$ cat config.mk
export PLATFORM = sky130hd
export DESIGN_NAME = ifu_prefetch
export DESIGN_NICKNAME = d
export VERILOG_FILES = /design/src/rtl/ifu_prefetch_pkg.sv /design/src/rtl/ifu_prefetch_sync_fifo.sv /design/src/rtl/ifu_prefetch.sv
export SDC_FILE = /design/constraint.sdc
export NUM_CORES = 1
export LEC_CHECK = 0
export CAP_MARGIN = 40
export CORE_MARGIN = 5
export CORE_UTILIZATION = 45
export CTS_CLUSTER_DIAMETER = 40
export CTS_CLUSTER_SIZE = 20
export DETAILED_ROUTE_END_ITERATION = 8
export PLACE_DENSITY = 0.65
export SKIP_LAST_GASP = 1
export SYNTH_ARGS = -nofsm -noshare
export SYNTH_HDL_FRONTEND = slang
export SYNTH_HIERARCHICAL = 1
export SYNTH_SLANG_ARGS = --single-unit
$ cat constraint.sdc
create_clock -name clock -period 15.6 [get_ports clock]
set_input_delay 1.56 -clock clock [delete_from_list [all_inputs] [get_ports clock]]
set_output_delay 1.56 -clock clock [all_outputs]
set_load 0.1 [all_outputs]
$ cat src/rtl/ifu_prefetch_pkg.sv
// Shared fetch-unit definitions: default widths, reset vector,
// and the instruction-queue entry layout.
package ifu_defines;

  localparam int XLEN_DEF = 32;
  localparam logic [31:0] RESET_PC_DEF = 32'h8000_0000;
  localparam int INST_BYTES = 4;

  typedef struct packed {
    logic [XLEN_DEF-1:0] pc;
    logic [XLEN_DEF-1:0] inst;
  } iq_entry_t;

endpackage

$ cat src/rtl/ifu_prefetch_sync_fifo.sv
// Register-based synchronous FIFO with count/full/empty.
// Any depth >= 1; pointers wrap explicitly at DEPTH-1.
module sync_fifo
  import ifu_defines::*;
#(
  parameter int WIDTH = 8,
  parameter int DEPTH = 4,
  localparam int AW = (DEPTH > 1) ? $clog2(DEPTH) : 1,
  localparam int CW = $clog2(DEPTH + 1)
) (
  input  logic             clock,
  input  logic             reset,
  input  logic             clear,
  input  logic             push,
  input  logic [WIDTH-1:0] wdata,
  input  logic             pop,
  output logic [WIDTH-1:0] rdata,
  output logic [CW-1:0]    count,
  output logic             full,
  output logic             empty
);

  logic [WIDTH-1:0] mem_q [DEPTH];
  logic [WIDTH-1:0] mem_d [DEPTH];
  logic [AW-1:0]    wr_ptr_q, wr_ptr_d;
  logic [AW-1:0]    rd_ptr_q, rd_ptr_d;
  logic [CW-1:0]    count_q, count_d;
  logic             do_push, do_pop;

  function automatic logic [AW-1:0] ptr_inc(
    input logic [AW-1:0] p
  );
    return (p == AW'(DEPTH - 1)) ? '0 : p + AW'(1);
  endfunction

  assign empty   = (count_q == '0);
  assign full    = (count_q == CW'(DEPTH));
  assign count   = count_q;
  assign rdata   = mem_q[rd_ptr_q];
  assign do_push = push && !full;
  assign do_pop  = pop && !empty;

  always_comb begin
    mem_d    = mem_q;
    wr_ptr_d = wr_ptr_q;
    rd_ptr_d = rd_ptr_q;
    count_d  = count_q;
    if (clear) begin
      wr_ptr_d = '0;
      rd_ptr_d = '0;
      count_d  = '0;
    end else begin
      if (do_push) begin
        mem_d[wr_ptr_q] = wdata;
        wr_ptr_d = ptr_inc(wr_ptr_q);
      end
      if (do_pop) begin
        rd_ptr_d = ptr_inc(rd_ptr_q);
      end
      unique case ({do_push, do_pop})
        2'b10:   count_d = count_q + CW'(1);
        2'b01:   count_d = count_q - CW'(1);
        default: count_d = count_q;
      endcase
    end
  end

  always_ff @(posedge clock or posedge reset) begin
    if (reset) begin
      for (int i = 0; i < DEPTH; i++) begin
        mem_q[i] <= '0;
      end
      wr_ptr_q <= '0;
      rd_ptr_q <= '0;
      count_q  <= '0;
    end else begin
      mem_q    <= mem_d;
      wr_ptr_q <= wr_ptr_d;
      rd_ptr_q <= rd_ptr_d;
      count_q  <= count_d;
    end
  end

endmodule

$ cat src/rtl/ifu_prefetch.sv
// Instruction prefetcher: credit-limited sequential fetch into a
// small queue, with flush that discards in-flight responses.
module ifu_prefetch
  import ifu_defines::*;
#(
  parameter int XLEN = XLEN_DEF,
  parameter int DEPTH = 4,
  parameter int MAX_OUT = 2,
  parameter logic [XLEN-1:0] RESET_PC = XLEN'(RESET_PC_DEF)
) (
  input  logic            clock,
  input  logic            reset,
  input  logic            flush,
  input  logic [XLEN-1:0] flush_pc,
  input  logic            pop,
  output logic            inst_valid,
  output logic [XLEN-1:0] inst_rdata,
  output logic [XLEN-1:0] inst_pc,
  output logic            mem_reqValid,
  output logic [XLEN-1:0] mem_addr,
  input  logic            mem_respValid,
  input  logic [XLEN-1:0] mem_rdata
);

  localparam int QW = $clog2(DEPTH + 1);
  localparam int OW = $clog2(MAX_OUT + 1);

  typedef struct packed {
    logic [XLEN-1:0] pc;
    logic [XLEN-1:0] inst;
  } entry_t;

  logic [XLEN-1:0] fetch_pc_q, fetch_pc_d;
  logic [OW-1:0]   live_q, live_d;
  logic [OW-1:0]   discard_q, discard_d;

  logic          issue;
  logic          resp_ok, resp_keep, resp_drop;
  logic          iq_push, iq_pop;
  entry_t        iq_wdata, iq_head;
  logic [QW-1:0] iq_count;
  logic          iq_full, iq_empty;
  logic [XLEN-1:0] aq_head;
  logic [OW-1:0] aq_count;
  logic          aq_full, aq_empty;
  logic          unused_ok;

  // Credits: memory-side slots and queue room reserved by live fetches
  assign issue = !reset
    && ((32'(live_q) + 32'(discard_q)) < MAX_OUT)
    && ((32'(iq_count) + 32'(live_q)) < DEPTH);

  assign mem_reqValid = issue;
  assign mem_addr     = fetch_pc_q;

  assign resp_ok   = mem_respValid
    && ((live_q != '0) || (discard_q != '0));
  assign resp_drop = resp_ok && (discard_q != '0);
  assign resp_keep = resp_ok && (discard_q == '0);

  assign iq_push  = resp_keep && !flush;
  assign iq_pop   = pop && !iq_empty && !flush;
  assign iq_wdata = '{pc: aq_head, inst: mem_rdata};

  assign inst_valid = !iq_empty;
  assign inst_rdata = iq_head.inst;
  assign inst_pc    = iq_head.pc;

  assign unused_ok = ^{iq_full, aq_count, aq_full, aq_empty};

  always_comb begin
    fetch_pc_d = fetch_pc_q;
    live_d     = live_q;
    discard_d  = discard_q;
    if (flush) begin
      // Older requests, including one leaving now, become discards
      fetch_pc_d = flush_pc;
      live_d     = '0;
      discard_d  = discard_q + live_q
                 + OW'(issue) - OW'(resp_ok);
    end else begin
      if (issue) begin
        fetch_pc_d = fetch_pc_q + XLEN'(INST_BYTES);
      end
      live_d    = live_q + OW'(issue) - OW'(resp_keep);
      discard_d = discard_q - OW'(resp_drop);
    end
  end

  always_ff @(posedge clock or posedge reset) begin
    if (reset) begin
      fetch_pc_q <= RESET_PC;
      live_q     <= '0;
      discard_q  <= '0;
    end else begin
      fetch_pc_q <= fetch_pc_d;
      live_q     <= live_d;
      discard_q  <= discard_d;
    end
  end

  sync_fifo #(
    .WIDTH (2 * XLEN),
    .DEPTH (DEPTH)
  ) u_iq (
    .clock (clock),
    .reset (reset),
    .clear (flush),
    .push  (iq_push),
    .wdata (iq_wdata),
    .pop   (iq_pop),
    .rdata (iq_head),
    .count (iq_count),
    .full  (iq_full),
    .empty (iq_empty)
  );

  // Address of each outstanding request, popped as responses return
  sync_fifo #(
    .WIDTH (XLEN),
    .DEPTH (MAX_OUT)
  ) u_aq (
    .clock (clock),
    .reset (reset),
    .clear (1'b0),
    .push  (issue),
    .wdata (fetch_pc_q),
    .pop   (resp_ok),
    .rdata (aq_head),
    .count (aq_count),
    .full  (aq_full),
    .empty (aq_empty)
  );

endmodule

Yosys cells after proc, flatten, opt, wreduce, memory -nomap -nowiden
Cells that the tools add are included.
{ "word_totals": {"ff_bits": 367, "output_inout_bits": 98} }
{ "op_classes": {"n_addsub": 17, "order_cmp": 8, "eq_ne": 8, "mux": 27, "bitwise_logic": 5, "n_reduce_logical": 32} }
{ "op_table": {"columns": ["op", "n"], "rows": [
  ["256-bit bitwise mux", 1],
  ["32-bit two-way mux", 6],
  ["64-bit two-way mux", 3],
  ["64-bit binary-select mux with 2-bit select", 1],
  ["64-bit demux with 2-bit select", 1],
  ["64-bit bitwise mux", 1],
  ["32-bit by 3-bit adder with 32-bit output (second input constant)", 1],
  ["32-bit demux with 1-bit select", 1],
  ["2-bit two-way mux", 8],
  ["1-bit logical AND", 14],
  ["2-bit nonzero test", 6],
  ["2-bit equality test (second input constant)", 5],
  ["2-bit by 1-bit adder with 2-bit output (second input constant)", 3],
  ["3-bit >= comparator (second input constant)", 2],
  ["1-bit zero test", 6],
  ["2-bit inverter with 3-bit output", 2],
  ["3-bit case mux with 2 select lines", 1],
  ["2-bit by 1-bit subtractor with 2-bit output", 3],
  ["2-bit by 1-bit adder with 2-bit output", 2],
  ["3-bit by 2-bit adder with 4-bit output", 1],
  ["2-bit by 1-bit equality test with 1-bit output (second input constant)", 2],
  ["2-bit >= comparator (second input constant)", 2],
  ["2-bit zero test", 2],
  ["4-bit by 3-bit less-than comparator with 1-bit output (second input constant)", 1],
  ["19 further kinds", 22]
]} }

Depth between registers and ports, before layout
{ "depth": {"ltp_word": 9, "depth_mapped": 12, "mapped_depth_nobuf": 10} }

Hierarchy
Netlist, hierarchy kept.
{ "by_module_without_submodules": {"columns": ["module", "instances", "cells_per_inst", "area_per_inst_um2", "seq_area_each_um2"], "rows": [
  ["sync_fifo at u_iq", 1, 683, 12186.7, 6581.3],
  ["sync_fifo at u_aq", 1, 196, 3118.0, 1701.6],
  ["ifu_prefetch", 1, 236, 2155.8, 902.1]
]} }

Worst setup path before layout
No wires, ideal clock.
{ "synth_timing": {"path_type": "input to register", "start": "in reset", "end": "reg u_aq/mem_q[10] (netlist bit)", "setup_time_ps": 127, "arrival_time_ps": 4532, "setup_slack_ps": 10941, "cell_stages": 9, "path_buffers": 3, "cell_sequence": "nor2_1 > nand3_1 > inv_1 > buf_1 > inv_1 > or4b_4 > buf_6 > buf_6 > mux2_4"} }
{ "synth_via": {"elab_chain_len": 4} }
{ "synth_rtl": {"columns": ["element", "line_no", "rtl"], "rows": [
  ["start: declaration", "ifu_prefetch.sv:12", "input logic reset,"],
  ["1-bit zero test (no line)", null, null],
  ["1-bit logical AND", "ifu_prefetch.sv:50", "&& ((32'(live_q) + 32'(discard_q)) < MAX_OUT)"],
  ["1-bit logical AND", "ifu_prefetch.sv:51", "&& ((32'(iq_count) + 32'(live_q)) < DEPTH);"],
  ["named net mem_reqValid", "ifu_prefetch.sv:19", "output logic mem_reqValid,"],
  ["1-bit logical AND", "ifu_prefetch_sync_fifo.sv:40", "assign do_push = push && !full;"],
  ["end signal: assignment", "ifu_prefetch_sync_fifo.sv:77", "mem_q <= mem_d;"],
  ["end: declaration", "ifu_prefetch_sync_fifo.sv:23", "logic [WIDTH-1:0] mem_q [DEPTH];"]
]} }
The timed path passes the listed nets, and every way through them passes these cells.
A chain may end at the register's enable or synchronous reset.

Worst setup path after layout
{ "layout_timing": {"start": "in reset", "end": "out mem_reqValid"} }
{ "layout_via": {"elab_chain_len": 3} }
{ "layout_rtl": {"columns": ["element", "line_no"], "rows": [
  ["1-bit zero test (no line)", null],
  ["1-bit logical AND", "ifu_prefetch.sv:50"],
  ["1-bit logical AND", "ifu_prefetch.sv:51"],
  ["end: declaration", "ifu_prefetch.sv:19"]
]} }
Every way passes these cells.

==> results.md <==
Critical path:
- The arrival time at the worst endpoint is 3.89 ns.
- The worst flop-to-flop path startpoint is discard_q[0].
- The critical path goes through clkdlybuf4s50_1 -> nor2_1 -> nand3_1 -> inv_1 -> clkdlybuf4s50_1 -> buf_8.
- The data required time at the worst endpoint is roughly 14 ns.
- The maximum fanout along the worst path is 21.
- The delay of the slowest cell on the worst path is roughly 0.65 ns.
- In this run the register-to-register setup slack is around 12 ns.
- The critical register-to-register path endpoint is u_aq/mem_q[23].
- The cell seen most often among critical-path stages is clkdlybuf4s50_1.
- The critical setup path kind is primary input to output port.
- Measured in cells, the most critical reg-to-reg path has a length of 9.
- The master of the slowest instance on the critical path is clkdlybuf4s50_1.
- The element type at the critical path end is an output port.
- STA classifies the critical path startpoint as a primary input.

Timing:
- The achievable frequency is ~180 MHz.
- Setup repair after global routing left no endpoint under its margin.
- The worst path meets setup with between 10 and 15 ns of slack.
- Setup violations remaining at the end of the flow were counted as 0.
- Between clock sinks in the finished design, the worst skew comes to about 0.017 ns.
- The smallest clock period supported by the final layout is computed as ~5.5 ns.
- The final period utilization is 0.349.
- The slew of the pin with the lowest slew margin is slightly above 0.8 ns.
- The final count of hold timing violations is 0.
- In the final timing run, aggregate negative setup slack is 0 ns.
- The final-report max-slew violation count is 0.
- Headroom to the max-slew limit came out at 0.447.

Detailed routing:
- After detailed routing, the number of remaining DRC violations is 0.
- For this block, the via count after detailed routing is between 10000 and 15000.
- Using the TritonRoute via totals, the vias-per-cell ratio works out to about 5.3.
- Before antenna repair, the detailed router went through 4 iterations.
- The violation count after the first detailed-route iteration is about 420.
- After detailed routing, the average wire length per cell comes to about 20 microns.
- In this run the remaining antenna-violating nets after routing total 0.
- Wires add up to between 30000 and 40000 microns.

Floorplanning:
- The floorplan step defined a die boundary enclosing roughly 43000 sq um.
- The number of top-level design ports is 167.
- The floorplan step defined a core boundary enclosing 38600 sq um.
- The die boundary width is 207 microns.
- The starting utilization of the core area is 0.453.
- The chip height is just over 200 microns.
- The floorplan has 72 rows.

GRT:
- The maximum number of pins on one net before global-route repair is 109.
- In the global route stage, overall resource usage came out at 0.185.
- The overflow left after global routing is 0.
- The wire length of the first global-routing pass is around 63000 microns.
- The number of global-route vias before repair came to 11100.
- The number of antenna violations at the first check in global routing is 0.

Placed design:
- Detailed placement ended at an HPWL of 24600 microns.
- The pre-CTS setup slack is around 10 ns.
- Routability-driven placement finished with a final weighted congestion of 0.805.
- The count of buffers inserted at the top-level ports is ~170.

Clock network:
- The deepest level of the CTS H-tree is 2.
- The number of CTS-inserted buffers is between 50 and 60.
- The post-CTS setup-driven buffer insertion count is 0.
- After clock tree synthesis, the clock-pin slew on the worst setup and hold paths is roughly 0.05 ns.
- The count of hold buffers inserted by post-cts repair is 0.
- The clock net in this run drives a total of ~370 sinks.
- At the later pin of the worst-skew pair, clock insertion delay measures between 0.5 and 0.6 ns.
- The longest clock path from root to sink contains 3 buffers.
- TritonCTS built the clock tree.
- In this run the clock root is driven by a clkbuf_16.
- The post-cts sizing count is 0.

Min path:
- The endpoint of the worst hold path is u_aq/mem_q[39].
- The worst hold path belongs to the class flip-flop to flip-flop.
- The origin of the worst min-delay path is u_aq/mem_q[39].
- The depth of the worst hold-timing path is 1.

Power:
- The total power divided by cell area is around 180 nW/um^2.
- The worst IR drop on VDD is 123 uV.
- The static leakage power is about 0.011 uW.

Yosys:
- The count of mapped cells out of synthesis is between 1000 and 1500.
- The synthesized area is between 15000 and 20000 sq um.
- The mean cell area of the mapped netlist is around 16 sq um.
- For this run, the number of Yosys warnings is 6.

Layout:
- The layout overhead on the synthesized area is 32.6%.
- In the final design database the tool counted 1478 nets.
- The number of diodes added for antenna fixing is 0.
- The layout cell share with drive strength beyond 1 is 0.451.

Status:
- The run finished with clean final reports.

Job:
- Across the run, the number of max-cap violations was 0.
-- how the worst max path moves through the flow --
| stage | startpoint | endpoint | slack [ns] |
|---|---|---|---|
| floorplan | reset | u_iq/count[0] | 6.80 |
| finish | reset | mem_reqValid | 10.15 |
| CTS | reset | mem_reqValid | 10.18 |
| global placement | reset | mem_reqValid | 9.78 |
| global route | reset | mem_reqValid | 10.06 |
| detailed placement | reset | mem_reqValid | 10.19 |
-- sequential cells by signal, summed over array words and instances (netlist names) --
register,cells
u_aq/wr_ptr_q,1
u_iq/count,3
u_iq/mem_q,256
discard_q,2
u_iq/wr_ptr_q,2
live_q,2
u_aq/mem_q,64
u_aq/count,2
mem_addr,32
u_aq/rd_ptr_q,1
u_iq/rd_ptr_q,2
-- cell usage in the layout (no fill, tap or decap), types with 4 or more instances in the layout --
cell / count
nand2_1: 35
inv_6: 9
buf_16: 24
conb_1: 6
o31ai_1: 4
o21ai_0: 29
xnor2_1: 13
mux2_1: 6
ha_1: 12
nand4_1: 9
nor2b_1: 4
nor2_1: 18
clkinv_4: 4
clkbuf_1: 6
bufinv_16: 6
a31oi_1: 6
clkbuf_8: 5
clkbuf_16: 55
mux2_2: 211
clkinv_2: 7
or3_1: 6
mux2_4: 140
clkdlybuf4s50_1: 165
xor2_1: 18
nand3_1: 12
clkinvlp_4: 6
a21oi_1: 14
buf_4: 12
nor4_1: 6
nand3_4: 4
inv_1: 16
mux4_2: 64
buf_8: 79
dfrtp_1: 363
-- layer usage --
metal  global-route usage  wire [microns]  vias to the layer above
met3               0.0341            1780                       47
met4               0.0517             680                        0
met1                0.269           18000                     5382
li1                     -               -                     4670
met2                0.288           17900                      223
met5                    0               0                        -
-- report_power, final --
| group | switching [uW] | internal, uW | leakage (uW) |
|---|---|---|---|
| Sequential | 117 | 1130 | 0.00489 |
| Clock | 474 | 785 | 0.000928 |
| Combinational | 913 | 701 | 0.00499 |
-- critical path, delay by kind of cell --
kind,cells,cell delay [ns]
buffers and inverters,4,2.01
and+or+nand+nor,2,0.31
-- per-stage QoR --
step / total power [uW] / std cells / hold slack (ns) / instance area (sq um) / util
6_report: 4120 / 1958 / 0.482 / 23100 / 0.600
5_1_grt: 4300 / 1958 / 0.500 / 23100 / 0.600
4_1_cts: 4160 / 1958 / 0.485 / 23100 / 0.600
3_5_place_dp: 2880 / 1855 / 0.472 / 21200 / 0.550
3_3_place_gp: 2550 / 1750 / 0.463 / 19300 / 0.502
2_1_floorplan: 2250 / 1119 / 0.454 / 17500 / -
-- cell type report --
cell class	instances	area, sq um
multi-input cells	668	7670
repair buffers	283	3630
well taps	518	648
flip-flops and latches	367	9190
clock inverters	37	454
inverters	19	78.8
fillers	2961	15400
clock buffers	66	1470
No activity file was read; power rests on OpenSTA's default activity.
